## src/rtl/byte_serial_adder.sv

```systemverilog
// Byte-serial multi-byte adder/subtractor: walks two NBYTES-wide operands
// through a single 8-bit carry-lookahead adder, least-significant byte first.
module byte_serial_adder #(
  parameter int NBYTES = 4
) (
  input  logic                clk,
  input  logic                rst_n,
  input  logic                start,
  input  logic                sub,
  input  logic [8*NBYTES-1:0] a,
  input  logic [8*NBYTES-1:0] b,
  input  logic                cin,
  output logic                busy,
  output logic                done,
  output logic [8*NBYTES-1:0] sum,
  output logic                cout,
  output logic                ovf
);

  localparam int W     = 8 * NBYTES;
  localparam int IDX_W = (NBYTES > 1) ? $clog2(NBYTES) : 1;
  localparam logic [IDX_W-1:0] LAST = IDX_W'(NBYTES - 1);

  localparam logic [1:0] S_IDLE = 2'd0;
  localparam logic [1:0] S_RUN  = 2'd1;
  localparam logic [1:0] S_DONE = 2'd2;

  // 8-bit carry-lookahead add; returns {carry_out, sum[7:0]}
  function automatic logic [8:0] cla8(input logic [7:0] x, input logic [7:0] y,
                                      input logic c0);
    logic [7:0] g;
    logic [7:0] p;
    logic [8:0] c;
    g    = x & y;
    p    = x ^ y;
    c[0] = c0;
    for (int i = 0; i < 8; i++) c[i+1] = g[i] | (p[i] & c[i]);
    return {c[8], p ^ c[7:0]};
  endfunction

  logic [1:0]       state;
  logic [IDX_W-1:0] idx;
  logic             carry;
  logic [W-1:0]     a_op;
  logic [W-1:0]     b_op;
  logic [W-1:0]     work;
  logic [W-1:0]     work_next;
  logic [8:0]       add_res;

  always_comb begin
    add_res   = cla8(a_op[idx*8 +: 8], b_op[idx*8 +: 8], carry);
    work_next = work;
    work_next[idx*8 +: 8] = add_res[7:0];
  end

  // b_op already holds the inverted operand in subtract mode, so one
  // overflow rule covers both add and subtract.
  always_ff @(posedge clk or negedge rst_n) begin
    if (!rst_n) begin
      state <= S_IDLE;
      idx   <= '0;
      carry <= 1'b0;
      a_op  <= '0;
      b_op  <= '0;
      work  <= '0;
      sum   <= '0;
      cout  <= 1'b0;
      ovf   <= 1'b0;
      busy  <= 1'b0;
      done  <= 1'b0;
    end else begin
      case (state)
        S_IDLE: begin
          if (start) begin
            a_op  <= a;
            b_op  <= sub ? ~b : b;
            carry <= sub | cin;
            idx   <= '0;
            busy  <= 1'b1;
            state <= S_RUN;
          end
        end
        S_RUN: begin
          work  <= work_next;
          carry <= add_res[8];
          idx   <= idx + 1'b1;
          if (idx == LAST) begin
            sum   <= work_next;
            cout  <= add_res[8];
            ovf   <= (a_op[W-1] == b_op[W-1]) && (work_next[W-1] != a_op[W-1]);
            busy  <= 1'b0;
            done  <= 1'b1;
            state <= S_DONE;
          end
        end
        S_DONE: begin
          done  <= 1'b0;
          state <= S_IDLE;
        end
        default: state <= S_IDLE;
      endcase
    end
  end

endmodule

```

## config.mk

```make
export PLATFORM = sky130hd
export DESIGN_NAME = byte_serial_adder
export DESIGN_NICKNAME = d
export VERILOG_FILES = /design/src/rtl/byte_serial_adder.sv
export SDC_FILE = /design/constraint.sdc
export NUM_CORES = 1
export LEC_CHECK = 0
export CAP_MARGIN = 10
export CELL_PAD_IN_SITES_DETAIL_PLACEMENT = 0
export CELL_PAD_IN_SITES_GLOBAL_PLACEMENT = 2
export CORE_AREA = 3 3 143 145
export CTS_BUF_LIST = sky130_fd_sc_hd__clkbuf_16
export DETAILED_ROUTE_END_ITERATION = 8
export DIE_AREA = 0 0 146 148
export PLACE_DENSITY = 0.84
export REMOVE_ABC_BUFFERS = 1
export SYNTH_ARGS = -nofsm -noshare
export SYNTH_HDL_FRONTEND = slang
export SYNTH_SLANG_ARGS = --single-unit
```

## constraint.sdc

```tcl
create_clock -name clk -period 6.3 [get_ports clk]
set_input_delay 1.26 -clock clk [delete_from_list [all_inputs] [get_ports clk]]
set_output_delay 1.26 -clock clk [all_outputs]
set_load 0.03 [all_outputs]
```

# == Yosys cells after proc, flatten, opt, wreduce, memory -nomap -nowiden ==
# Cells that the tools add are included.
# totals
register_bits,137
out_inout_bits,36
# classes
add_sub_neg,2
n_eq_ne,7
shifts,4
muxes,14
bitwise_logic,21
n_reduce_logical,10
# op_table
op,n
indexed part select 32 x 6 -> 8 bit,2
negator 5 -> 34 bit,1
"variable shift 8 x 34 -> 32 bit, first input constant",1
indexed part select 8 x 34 -> 32 bit,1
bitwise mux 32 bit,1
two-way mux 32 bit,1
inverter 32 bit,1
XOR 8 bit,2
AND reduction 2 bit,5
bitwise OR 1 bit,9
AND 1 bit,8
AND 8 bit,1
case mux 2 bit (2 select lines),2
two-way mux 2 bit,3
case mux 1 bit (2 select lines),3
"== test 2 bit, second input constant",2
two-way mux 1 bit,4
"inequality test 2 bit, second input constant",2
nonzero test 2 bit,2
AND reduction 3 bit,1
"adder 2 x 1 -> 2 bit, second input constant",1
"== test 2 x 1 -> 1 bit, second input constant",1
logical NOT 2 bit,1
== test 1 bit,1
2 further kinds,2

# == Depth between registers and ports, before layout ==
# Gate-level depths: netlist of run 1.
# depth
ltp_word,21
ltp_mapped,16
depth_no_buf,13

# == Least setup slack after synthesis of run 1 ==
# Ideal clock, no wire load.
# synth_path
path_kind,reg-to-reg
start,register idx[0]
end,register ovf
setup_time_ns,0.069
arrival_ns,4.596
required_time_ns,6.231
path_slack_ns,1.635
stages_incl_launch_ff,17
n_path_buf,3
period_less_slack_ns,4.665
cell_sequence,dfrtp_1 buf_6 buf_6 mux4_2 fa_1 inv_1 fa_1 fa_1 fa_1 fa_1 fa_1 fa_1 inv_1 fa_1 clkbuf_1 a2111o_1 nand3_1
# synth_via
elab_chain_cells,21
# synth_lines
item,line,source
start: declaration,42,logic [IDX_W-1:0] idx;
start signal: assignment,86,idx <= idx + 1'b1;
indexed part select 32 x 6 -> 8 bit,51,"add_res = cla8(a_op[idx*8 +: 8], b_op[idx*8 +: 8], carry);"
XOR 8 bit,35,p = x ^ y;
AND 1 bit,37,for (int i = 0; i < 8; i++) c[i+1] = g[i] | (p[i] & c[i]);
bitwise OR 1 bit,37,
AND 1 bit,37,
bitwise OR 1 bit,37,
AND 1 bit,37,
bitwise OR 1 bit,37,
(+5 left out),n/a,
bitwise OR 1 bit,37,
AND 1 bit,37,
bitwise OR 1 bit,37,
XOR 8 bit,38,"return {c[8], p ^ c[7:0]};"
indexed part select 8 x 34 -> 32 bit,53,work_next[idx*8 +: 8] = add_res[7:0];
bitwise mux 32 bit,53,
inequality test 1 bit,90,ovf <= (a_op[W-1] == b_op[W-1]) && (work_next[W-1] != a_op[W-1]);
logical AND 1 bit,90,
end signal: assignment,90,
end: declaration,17,output logic ovf
# Several ways; a longest one is shown, not always the timed one.
# A chain may end at the register's enable or synchronous reset.

# == Final worst setup path of run 1 ==
# Ends and elaborated chain as after synthesis.

==> results of run 1 <==
-- routing by layer --
layer / vias to the layer above / GRT usage (%) / share of wire (%) / wire, um
met5: - / 0 / 0 / 0
met4: 0 / 3.53 / 1.1 / 168
met3: 18 / 3.99 / 4.5 / 669
met2: 111 / 22.5 / 45 / 6700
met1: 2181 / 20.4 / 49 / 7380
li1: 2249 / - / - / -
-- layout make-up --
class                   count  area share, %
flip-flops and latches    137           41.7
clock inverters            14           1.62
multi-input cells         422           33.2
clock buffers              17           5.18
inverters                  23           1.05
well taps                 265           4.04
repair buffers            110           13.2
-- cell families (layout without fill, tap and decap cells) --
kind of cell	count (synthesis)	after routing	synth area share (%)
buf+inv	63	164	5.63
compound gates	135	135	12.3
simple gates	223	223	15.6
mux	18	18	5.86
flops	137	137	52.7
fa+ha+maj	14	14	3.61
xor+xnor	32	32	4.30
-- layout by cell type (no fill, tap or decap), types with 2 or more instances in the layout --
cell             instances
clkinv_1                 3
buf_4                    6
clkdlybuf4s50_1        102
mux4_2                  16
a21oi_1                 33
xnor2_1                 32
nor2b_1                 18
bufinv_16                2
clkinvlp_4               5
a22o_1                  24
and4bb_1                 2
fa_1                     8
o21ai_1                 33
dfrtp_1                137
clkbuf_16               17
o2bb2ai_1                6
and2_1                   2
nand2_1                172
nand3_1                  4
and2b_1                 15
clkinv_2                 3
ha_1                     6
o21ai_0                 36
inv_1                   23
-- state kept, by name, indices dropped and copies added, names as in the netlist --
register,flops
a_op,32
b_op,32
busy,1
carry,1
cout,1
done,1
idx,2
ovf,1
state,2
sum,32
work,32
-- where the power goes --
part / internal (uW) / total (uW) / switching, uW
sequential: 1250 / 1480 / 227
combinational: 850 / 2240 / 1390
clock: 573 / 940 / 367
total: 2680 / 4660 / 1980
-- metrics by stage --
step,instances,setup WS [ns]
2_1_floorplan,582,1.40
3_3_place_gp,957,1.60
3_5_place_dp,957,1.57
4_1_cts,988,1.56
5_1_grt,988,1.32
6_report,988,1.58
-- worst register-to-register path, cell delays in order, from the launching register on --
cell and delay, ns:
dfrtp_1 0.38, buf_4 0.22, mux4_2 0.38, fa_1 0.18, inv_1 0.07, fa_1 0.39
fa_1 0.40, fa_1 0.39, fa_1 0.39, fa_1 0.39, fa_1 0.37, inv_1 0.08
fa_1 0.54, a2111o_1 0.41, nand3_1 0.07
-- worst max-delay path by stage --
| stage | from | end | slack [ns] | cells past startpoint |
|---|---|---|---|---|
| 3_5_place_dp | idx[0] | ovf | 1.57 | 14 |
| 3_3_place_gp | idx[0] | ovf | 1.60 | 14 |
| 5_1_grt | idx[1] | ovf | 1.32 | 13 |
| 2_1_floorplan | idx[0] | ovf | 1.40 | 13 |
| 4_1_cts | idx[0] | ovf | 1.56 | 14 |
| 6_report | idx[0] | ovf | 1.58 | 14 |
-- Yosys cell counts, types with 2 or more instances --
library cell	instances	area, um2
o21ai_0	36	180
and2_1	2	12.5
mux4_2	16	360
a21oi_1	33	165
a22o_1	24	210
and2b_1	15	113
xnor2_1	32	280
clkbuf_1	8	30.0
and4bb_1	2	25.0
inv_1	23	86.3
dfrtp_1	137	3430
nand2_1	172	646
o21ai_1	33	165
ha_1	6	75.1
buf_2	17	85.1
fa_1	8	160
buf_6	14	158
o2bb2ai_1	6	52.6
nand3_1	4	20.0
nor2b_1	18	113
==> flow_metrics.env, run 1 <==
export IMPL_drv_slew=0
export IMPL_layout_min_cycle_time_ns=4.72
export IMPL_cts_tree="built"
export IMPL_yosysWarnings=0
export IMPL_h_tree_depth=4
export IMPL_ant_nets=0
export IMPL_yosysSeqAreaShare_pct=52.7
export IMPL_num_fill_cells=1883
export IMPL_multi_input_area_um2=2730
export IMPL_vdd_ir_drop_max_mv=0.202
export IMPL_globalRouteTotalUtil_pct=14.5
export IMPL_drt_wl_total_um=14900
export IMPL_coreArea_um2=19300
export IMPL_antennaDiodeCount=0
export IMPL_drv_cap=0
export IMPL_dieArea_um2=21600
export IMPL_numPortBuffers=104
export IMPL_r2r_cells=14
export IMPL_dr_pass1_iters=5
export IMPL_postSynthAreaPerCell_um2=10.5
export IMPL_start_util_pct=33.7
export IMPL_holdCritStartpoint="a_op[17]"
export IMPL_crit_required_ns=6.65
export IMPL_status="completed"
export IMPL_power_uw=4660
export IMPL_crit_top_cell="fa_1"
export IMPL_routed_via_density=4.61
export IMPL_hold_viol_final=0
export IMPL_fin_worst_skew_ns=0.00767
export IMPL_grt_overflow=0
export IMPL_root_buffer="clkbuf_16"
export IMPL_r2r_start="idx[0]"
export IMPL_powerDensity_nw_per_um2=567
export IMPL_grt_pass1_wl_um=25000
export IMPL_worstPathCellList="buf_4 -> mux4_2 -> fa_1 -> inv_1 -> fa_1 -> fa_1 -> fa_1 -> fa_1 -> fa_1 -> fa_1 -> inv_1 -> fa_1 -> a2111o_1 -> nand3_1"
export IMPL_dp_final_hpwl_um=10800
export IMPL_synth_seq_cells=137
export IMPL_clock_sinks=137
export IMPL_rows=51
export IMPL_crit_type="register to register"
export IMPL_grt_start_max_net_pins=101
export IMPL_area_growth_pct=26.1
export IMPL_netlist_cell_type_count=36
export IMPL_final_util_pct=42.5
export IMPL_synth_edf_count=0
export IMPL_relSlewSlack_pct=28.5
export IMPL_grt_pass1_vias=4741
export IMPL_cts_made_buffers=17
export IMPL_die_x_um=146
export IMPL_synth_main_ff_cell="dfrtp_1"
export IMPL_wl_per_cell_um=15.1
export IMPL_drc=0
export IMPL_fmax_mhz=212
export IMPL_post_dp_cell_area_um2=7650
export IMPL_holdCritPathClass="register to register"
export IMPL_design_area_um2=8210
export IMPL_crit_buf_inv=3
export IMPL_cts_buffer_depth=2
export IMPL_synthArstFlopShare_pct=100
export IMPL_clock_latency_ns=0.42
export IMPL_worstMarginPinSlew_ns=1.07
export IMPL_startpoint_type="register"
export IMPL_arrival_ns=5.07
export IMPL_layout_drive_gt1_share_pct=8.02
export IMPL_critPathTopFamily="adder cells"
export IMPL_period_share_pct=74.9
export IMPL_cts_hold_fix_buffers=0
export IMPL_cpPeakStageDelay_ns=0.54
export IMPL_rsz0062_at_grt="no"
export IMPL_hold_end="a_op[17]"
export IMPL_endpoint_kind="register"
export IMPL_cp_slowest_cell="fa_1"
export IMPL_r2r_end="ovf"
export IMPL_hold_ws_ns=0.474
export IMPL_fp_dieH_um=148
export IMPL_leakagePower_uw=0.00367
export IMPL_gp_congestion=0.794
export IMPL_whs_path_depth=2
export IMPL_first_iter_violations=244
export IMPL_netlist_instances=622
export IMPL_critPathMaxFanout=14
export IMPL_cts_setup_buffers=0
export IMPL_register_area_um2=3430
export IMPL_syn_cell_area_um2=6510
export IMPL_antenna_found_initial=0
export IMPL_setup_viol=0
export IMPL_fin_tns_setup_ns=0
export IMPL_vias=4559
export IMPL_r2r_slack_ns=1.58
export IMPL_num_io_pins=105
export IMPL_cts_repair_resized=0
export IMPL_fin_nets=794
export IMPL_path_clk_slew_ns=0.06
Note: power is estimated with default switching activity, not from simulation.
==> run 2: changes to the inputs <==
--- a/config.mk
+++ b/config.mk
@@ -8,11 +8,11 @@
 export CAP_MARGIN = 10
 export CELL_PAD_IN_SITES_DETAIL_PLACEMENT = 0
 export CELL_PAD_IN_SITES_GLOBAL_PLACEMENT = 2
-export CORE_AREA = 3 3 143 145
+export CORE_AREA = 3 3 149 151
 export CTS_BUF_LIST = sky130_fd_sc_hd__clkbuf_16
 export DETAILED_ROUTE_END_ITERATION = 8
-export DIE_AREA = 0 0 146 148
-export PLACE_DENSITY = 0.84
+export DIE_AREA = 0 0 152 154
+export PLACE_DENSITY = 0.82
 export REMOVE_ABC_BUFFERS = 1
 export SYNTH_ARGS = -nofsm -noshare
 export SYNTH_HDL_FRONTEND = slang
==> constraint.sdc (replaced) <==
create_clock -name clk -period 4.01 [get_ports clk]
set_input_delay 0.802 -clock clk [delete_from_list [all_inputs] [get_ports clk]]
set_output_delay 0.802 -clock clk [all_outputs]
set_load 0.03 [all_outputs]
==> flow_metrics.env, run 2 (synthesis gave the netlist of run 1 again) <==
export IMPL_status="finished with violations"
export IMPL_violations="negative setup slack"
export IMPL_h_tree_depth=4
export IMPL_cts_hold_fix_buffers=0
export IMPL_cp_slowest_cell="dfrtp_2"
export IMPL_grt_overflow=0
export IMPL_path_clk_slew_ns=0.05
export IMPL_startpoint_type="register"
export IMPL_cts_made_buffers=17
export IMPL_rsz0062_at_grt="yes"
export IMPL_r2r_slack_ns=-0.14
export IMPL_drt_wl_total_um=15300
export IMPL_final_cell_mix="172 x nand2_1, 136 x dfrtp_1, 102 x clkdlybuf4s50_1"
export IMPL_rows=53
export IMPL_globalRouteTotalUtil_pct=13.6
export IMPL_critPathTopFamily="adder cells"
export IMPL_dieArea_um2=23400
export IMPL_leakagePower_uw=0.00376
export IMPL_layout_drive_gt1_share_pct=10.2
export IMPL_dp_cells=978
export IMPL_cts_tree="built"
export IMPL_worstPathCellList="mux4_2 -> fa_1 -> inv_1 -> fa_2 -> fa_2 -> fa_2 -> fa_2 -> fa_2 -> fa_2 -> inv_2 -> fa_2 -> a2111o_1 -> nand3_1"
export IMPL_cpPeakStageDelay_ns=0.45
export IMPL_vias=4607
export IMPL_hold_viol_final=0
export IMPL_antennaDiodeCount=0
export IMPL_critPathMaxFanout=5
export IMPL_crit_type="register to register"
export IMPL_routed_via_density=4.57
export IMPL_fmax_mhz=241
export IMPL_coreArea_um2=21000
export IMPL_relSlewSlack_pct=29.7
export IMPL_clock_sinks=137
export IMPL_cts_buffer_depth=2
export IMPL_grt_start_max_net_pins=101
export IMPL_dp_final_hpwl_um=11100
export IMPL_ant_nets=0
export IMPL_wl_per_cell_um=15.2
export IMPL_dr_pass1_iters=4
export IMPL_worstMarginPinSlew_ns=1.05
export IMPL_r2r_end="ovf"
export IMPL_instances_no_fill=1009
export IMPL_drv_cap=0
export IMPL_first_iter_violations=339
export IMPL_drc=0
export IMPL_clock_latency_ns=0.42
export IMPL_layout_commonest_cell="nand2_1"
export IMPL_die_x_um=152
export IMPL_powerDensity_nw_per_um2=918
export IMPL_gp_congestion=0.779
export IMPL_fin_worst_skew_ns=0.00559
export IMPL_crit_buf_inv=2
export IMPL_grt_pass1_vias=4884
export IMPL_r2r_start="idx[0]"
export IMPL_fp_dieH_um=154
export IMPL_area_growth_pct=28.5
export IMPL_root_buffer="clkbuf_16"
export IMPL_holdCritPathClass="input pin to async pin"
export IMPL_drv_slew=0
export IMPL_layout_min_cycle_time_ns=4.15
export IMPL_period_share_pct=103
export IMPL_crit_required_ns=4.36
export IMPL_r2r_cells=13
export IMPL_final_util_pct=39.9
export IMPL_grt_pass1_wl_um=25600
export IMPL_endpoint_kind="register"
export IMPL_antenna_found_initial=0
export IMPL_setup_viol=9
export IMPL_arrival_ns=4.49
export IMPL_num_io_pins=105
export IMPL_fin_nets=805
export IMPL_cts_setup_buffers=0
export IMPL_power_uw=7680
export IMPL_num_fill_cells=2084
export IMPL_worst_slack_ns=-0.139
export IMPL_numPortBuffers=104
export IMPL_crit_top_cell="fa_2"
export IMPL_start_util_pct=31.1
export IMPL_vdd_ir_drop_max_mv=0.424
-- run 2: repair_timing --
action                     4_1_cts  5_1_grt
gates resized for setup          9        2
pin swaps                        2        2
setup endpoints to repair       16       13
cloned                           0        0
-- run 2: per-layer routing --
layer / global-route usage [%] / share of wire [%]
met5: 0 / 0
met2: 20.9 / 45
met1: 19.0 / 50
met3: 3.21 / 4.0
met4: 4.15 / 1.6
-- run 2: how the worst max path moves through the flow --
stage	cells after the start	slack (ns)	start	to
2_1_floorplan	13	-0.89	idx[0]	ovf
3_3_place_gp	14	-0.42	idx[0]	sum[15]
3_5_place_dp	14	-0.51	idx[0]	sum[7]
4_1_cts	14	-0.23	idx[0]	sum[7]
5_1_grt	14	-0.33	idx[0]	sum[15]
6_report	13	-0.14	idx[0]	ovf
-- run 2: area by class of cell --
class / instances / area (um2) / share of cell area (%)
timing repair buffer: 121 / 1170 / 14.0
tap: 275 / 344 / 4.11
sequential: 137 / 3430 / 41.0
multi-input combinational: 422 / 2750 / 32.8
clock buffer: 17 / 425 / 5.08
clock inverter: 14 / 166 / 1.99
inverter: 23 / 86.3 / 1.03
-- run 2: through the flow --
step | setup WS [ns] | hold slack (ns) | setup TNS (ns) | cell area, um2
3_3_place_gp | -0.419 | 0.460 | -3.51 | 7750
4_1_cts | -0.226 | 0.450 | -1.58 | 8360
5_1_grt | -0.334 | 0.479 | -2.69 | 8370
2_1_floorplan | -0.888 | 0.440 | -10.02 | 6230
6_report | -0.139 | 0.416 | -0.950 | 8370
3_5_place_dp | -0.505 | 0.462 | -4.66 | 7750
-- run 2: where the power goes --
part           switching, uW  internal, uW  total (uW)
Combinational           2290          1500        3790
Sequential               349          1970        2320
Clock                    556          1020        1570
==> run 3: changes to the inputs <==
--- a/config.mk
+++ b/config.mk
@@ -8,11 +8,11 @@
 export CAP_MARGIN = 10
 export CELL_PAD_IN_SITES_DETAIL_PLACEMENT = 0
 export CELL_PAD_IN_SITES_GLOBAL_PLACEMENT = 2
-export CORE_AREA = 3 3 149 151
+export CORE_AREA = 3 3 152 154
 export CTS_BUF_LIST = sky130_fd_sc_hd__clkbuf_16
 export DETAILED_ROUTE_END_ITERATION = 8
-export DIE_AREA = 0 0 152 154
-export PLACE_DENSITY = 0.82
+export DIE_AREA = 0 0 155 157
+export PLACE_DENSITY = 0.79
 export REMOVE_ABC_BUFFERS = 1
 export SYNTH_ARGS = -nofsm -noshare
 export SYNTH_HDL_FRONTEND = slang
==> flow_metrics.env, run 3 (synthesis gave the netlist of run 1 again) <==
export IMPL_leakagePower_uw=0.00374
export IMPL_dr_pass1_iters=4
export IMPL_worstPathCellList="mux4_2 -> fa_2 -> inv_2 -> fa_2 -> fa_2 -> fa_2 -> fa_2 -> fa_2 -> fa_2 -> inv_2 -> fa_2 -> a2111o_1 -> nand3_1"
export IMPL_grt_pass1_wl_um=25800
export IMPL_start_util_pct=29.8
export IMPL_num_fill_cells=2143
export IMPL_cts_tree="built"
export IMPL_layout_drive_gt1_share_pct=11.2
export IMPL_path_clk_slew_ns=0.06
export IMPL_period_share_pct=105
export IMPL_r2r_cells=13
export IMPL_crit_buf_inv=2
export IMPL_crit_type="register to register"
export IMPL_routed_via_density=4.51
export IMPL_antenna_found_initial=0
export IMPL_h_tree_depth=4
export IMPL_antennaDiodeCount=0
export IMPL_worst_slack_ns=-0.182
export IMPL_grt_start_max_net_pins=113
export IMPL_cts_buffer_depth=2
export IMPL_worstMarginPinSlew_ns=1.03
export IMPL_cts_made_buffers=17
export IMPL_grt_pass1_vias=4860
export IMPL_area_growth_pct=28.8
export IMPL_drv_slew=0
export IMPL_clock_sinks=137
export IMPL_numPortBuffers=104
export IMPL_fmax_mhz=239
export IMPL_powerDensity_nw_per_um2=931
export IMPL_ant_nets=0
export IMPL_hold_end="a_op[30]"
export IMPL_critPathTopFamily="adder cells"
export IMPL_first_iter_violations=250
export IMPL_arrival_ns=4.54
export IMPL_post_place_ws_ns=-0.541
export IMPL_drv_cap=0
export IMPL_r2r_end="ovf"
export IMPL_critPathMaxFanout=4
export IMPL_clock_latency_ns=0.42
export IMPL_root_buffer="clkbuf_16"
export IMPL_fp_dieH_um=157
export IMPL_dp_cells=980
export IMPL_setup_viol=9
export IMPL_vdd_ir_drop_max_mv=0.346
export IMPL_num_io_pins=105
export IMPL_hold_viol_final=0
export IMPL_holdCritStartpoint="a_op[30]"
export IMPL_fin_nets=803
export IMPL_crit_top_cell="fa_2"
export IMPL_layout_min_cycle_time_ns=4.19
export IMPL_r2r_start="idx[0]"
export IMPL_status="finished with violations"
export IMPL_fin_worst_skew_ns=0.00822
export IMPL_holdCritPathClass="register to register"
export IMPL_startpoint_type="register"
export IMPL_crit_required_ns=4.36
export IMPL_coreArea_um2=21800
export IMPL_cpPeakStageDelay_ns=0.45
export IMPL_final_cell_mix="172 x nand2_1, 136 x dfrtp_1, 102 x clkdlybuf4s50_1"
export IMPL_endpoint_kind="register"
export IMPL_layout_commonest_cell="nand2_1"
export IMPL_whs_path_depth=2
export IMPL_rows=54
export IMPL_vias=4572
export IMPL_wl_per_cell_um=15.5
export IMPL_dieArea_um2=24300
export IMPL_critPathLaunch="idx[0]"
export IMPL_gp_congestion=0.741
export IMPL_relSlewSlack_pct=31.2
export IMPL_cp_slowest_cell="fa_2"
export IMPL_dp_final_hpwl_um=11300
export IMPL_rsz0062_at_grt="yes"
export IMPL_instances_no_fill=1013
export IMPL_globalRouteTotalUtil_pct=13.5
export IMPL_die_x_um=155
export IMPL_grt_overflow=0
export IMPL_drc=0
export IMPL_drt_wl_total_um=15700
export IMPL_violations="negative setup slack"
export IMPL_r2r_slack_ns=-0.18
run 3: cell count changes in the layout (fill, tap and decap cells not counted), moves of 2 or more:
cell	delta
a21oi_1	-2
inv_6	+3
inv_1	-4
o21ai_1	+4
o21ai_0	-4
buf_4	-2
run 3: final cells by class:
| type | count | area (um2) | share of cell area (%) |
|---|---|---|---|
| clock inverters | 15 | 175 | 2.09 |
| flip-flops and latches | 137 | 3430 | 40.9 |
| well taps | 280 | 350 | 4.18 |
| multi-input cells | 422 | 2760 | 33.0 |
| clock buffers | 17 | 425 | 5.07 |
| repair buffers | 119 | 1150 | 13.8 |
| inverters | 23 | 86.3 | 1.03 |
run 3: per-stage QoR:
| step | power [uW] | util (%) | setup TNS (ns) | cell area [um2] | hold slack, ns |
|---|---|---|---|---|---|
| finish | 7800 | 38.4 | -1.39 | 8380 | 0.475 |
| global route | 8410 | 38.4 | -2.31 | 8380 | 0.496 |
| CTS | 7870 | 38.4 | -1.76 | 8370 | 0.475 |
| detailed placement | 6080 | 35.4 | -5.10 | 7730 | 0.460 |
| global placement | 5980 | 35.4 | -3.62 | 7730 | 0.459 |
| floorplan | 4570 | - | -10.02 | 6230 | 0.440 |
run 3: repair_timing:
item	4_1_cts	5_1_grt
endpoints found under the hold margin	0	0
gates resized for setup	17	3
buffers inserted	1	0
pin swaps	2	2
hold buffers	0	0
gates cloned	0	0
endpoints found under the setup margin	16	13
run 3: worst max-delay path by stage:
stage	cells past startpoint	end	slack [ns]
3_3_place_gp	14	sum[7]	-0.43
3_5_place_dp	14	sum[7]	-0.54
5_1_grt	14	sum[31]	-0.27
4_1_cts	14	sum[31]	-0.22
2_1_floorplan	13	ovf	-0.89
6_report	13	ovf	-0.18
run 3: report_power, final:
part	switching, uW	internal (uW)
sequential	342	1970
combinational	2350	1540
clock	627	980
total	3320	4480
run 3: tightest hold or removal path, stage by stage, from the launching register on:
cell and delay [ns]:
dfrtp_1 0.33, nand2_1 0.05, nand2_1 0.06
run 3: metal layers:
layer  vias to the layer above  GRT usage (%)  wire, um
met1                      2173           18.9      7790
met4                         0           4.67       314
li1                       2275              -         -
met5                         -              0         0
met2                       103           20.7      7030
met3                        21           3.24       593
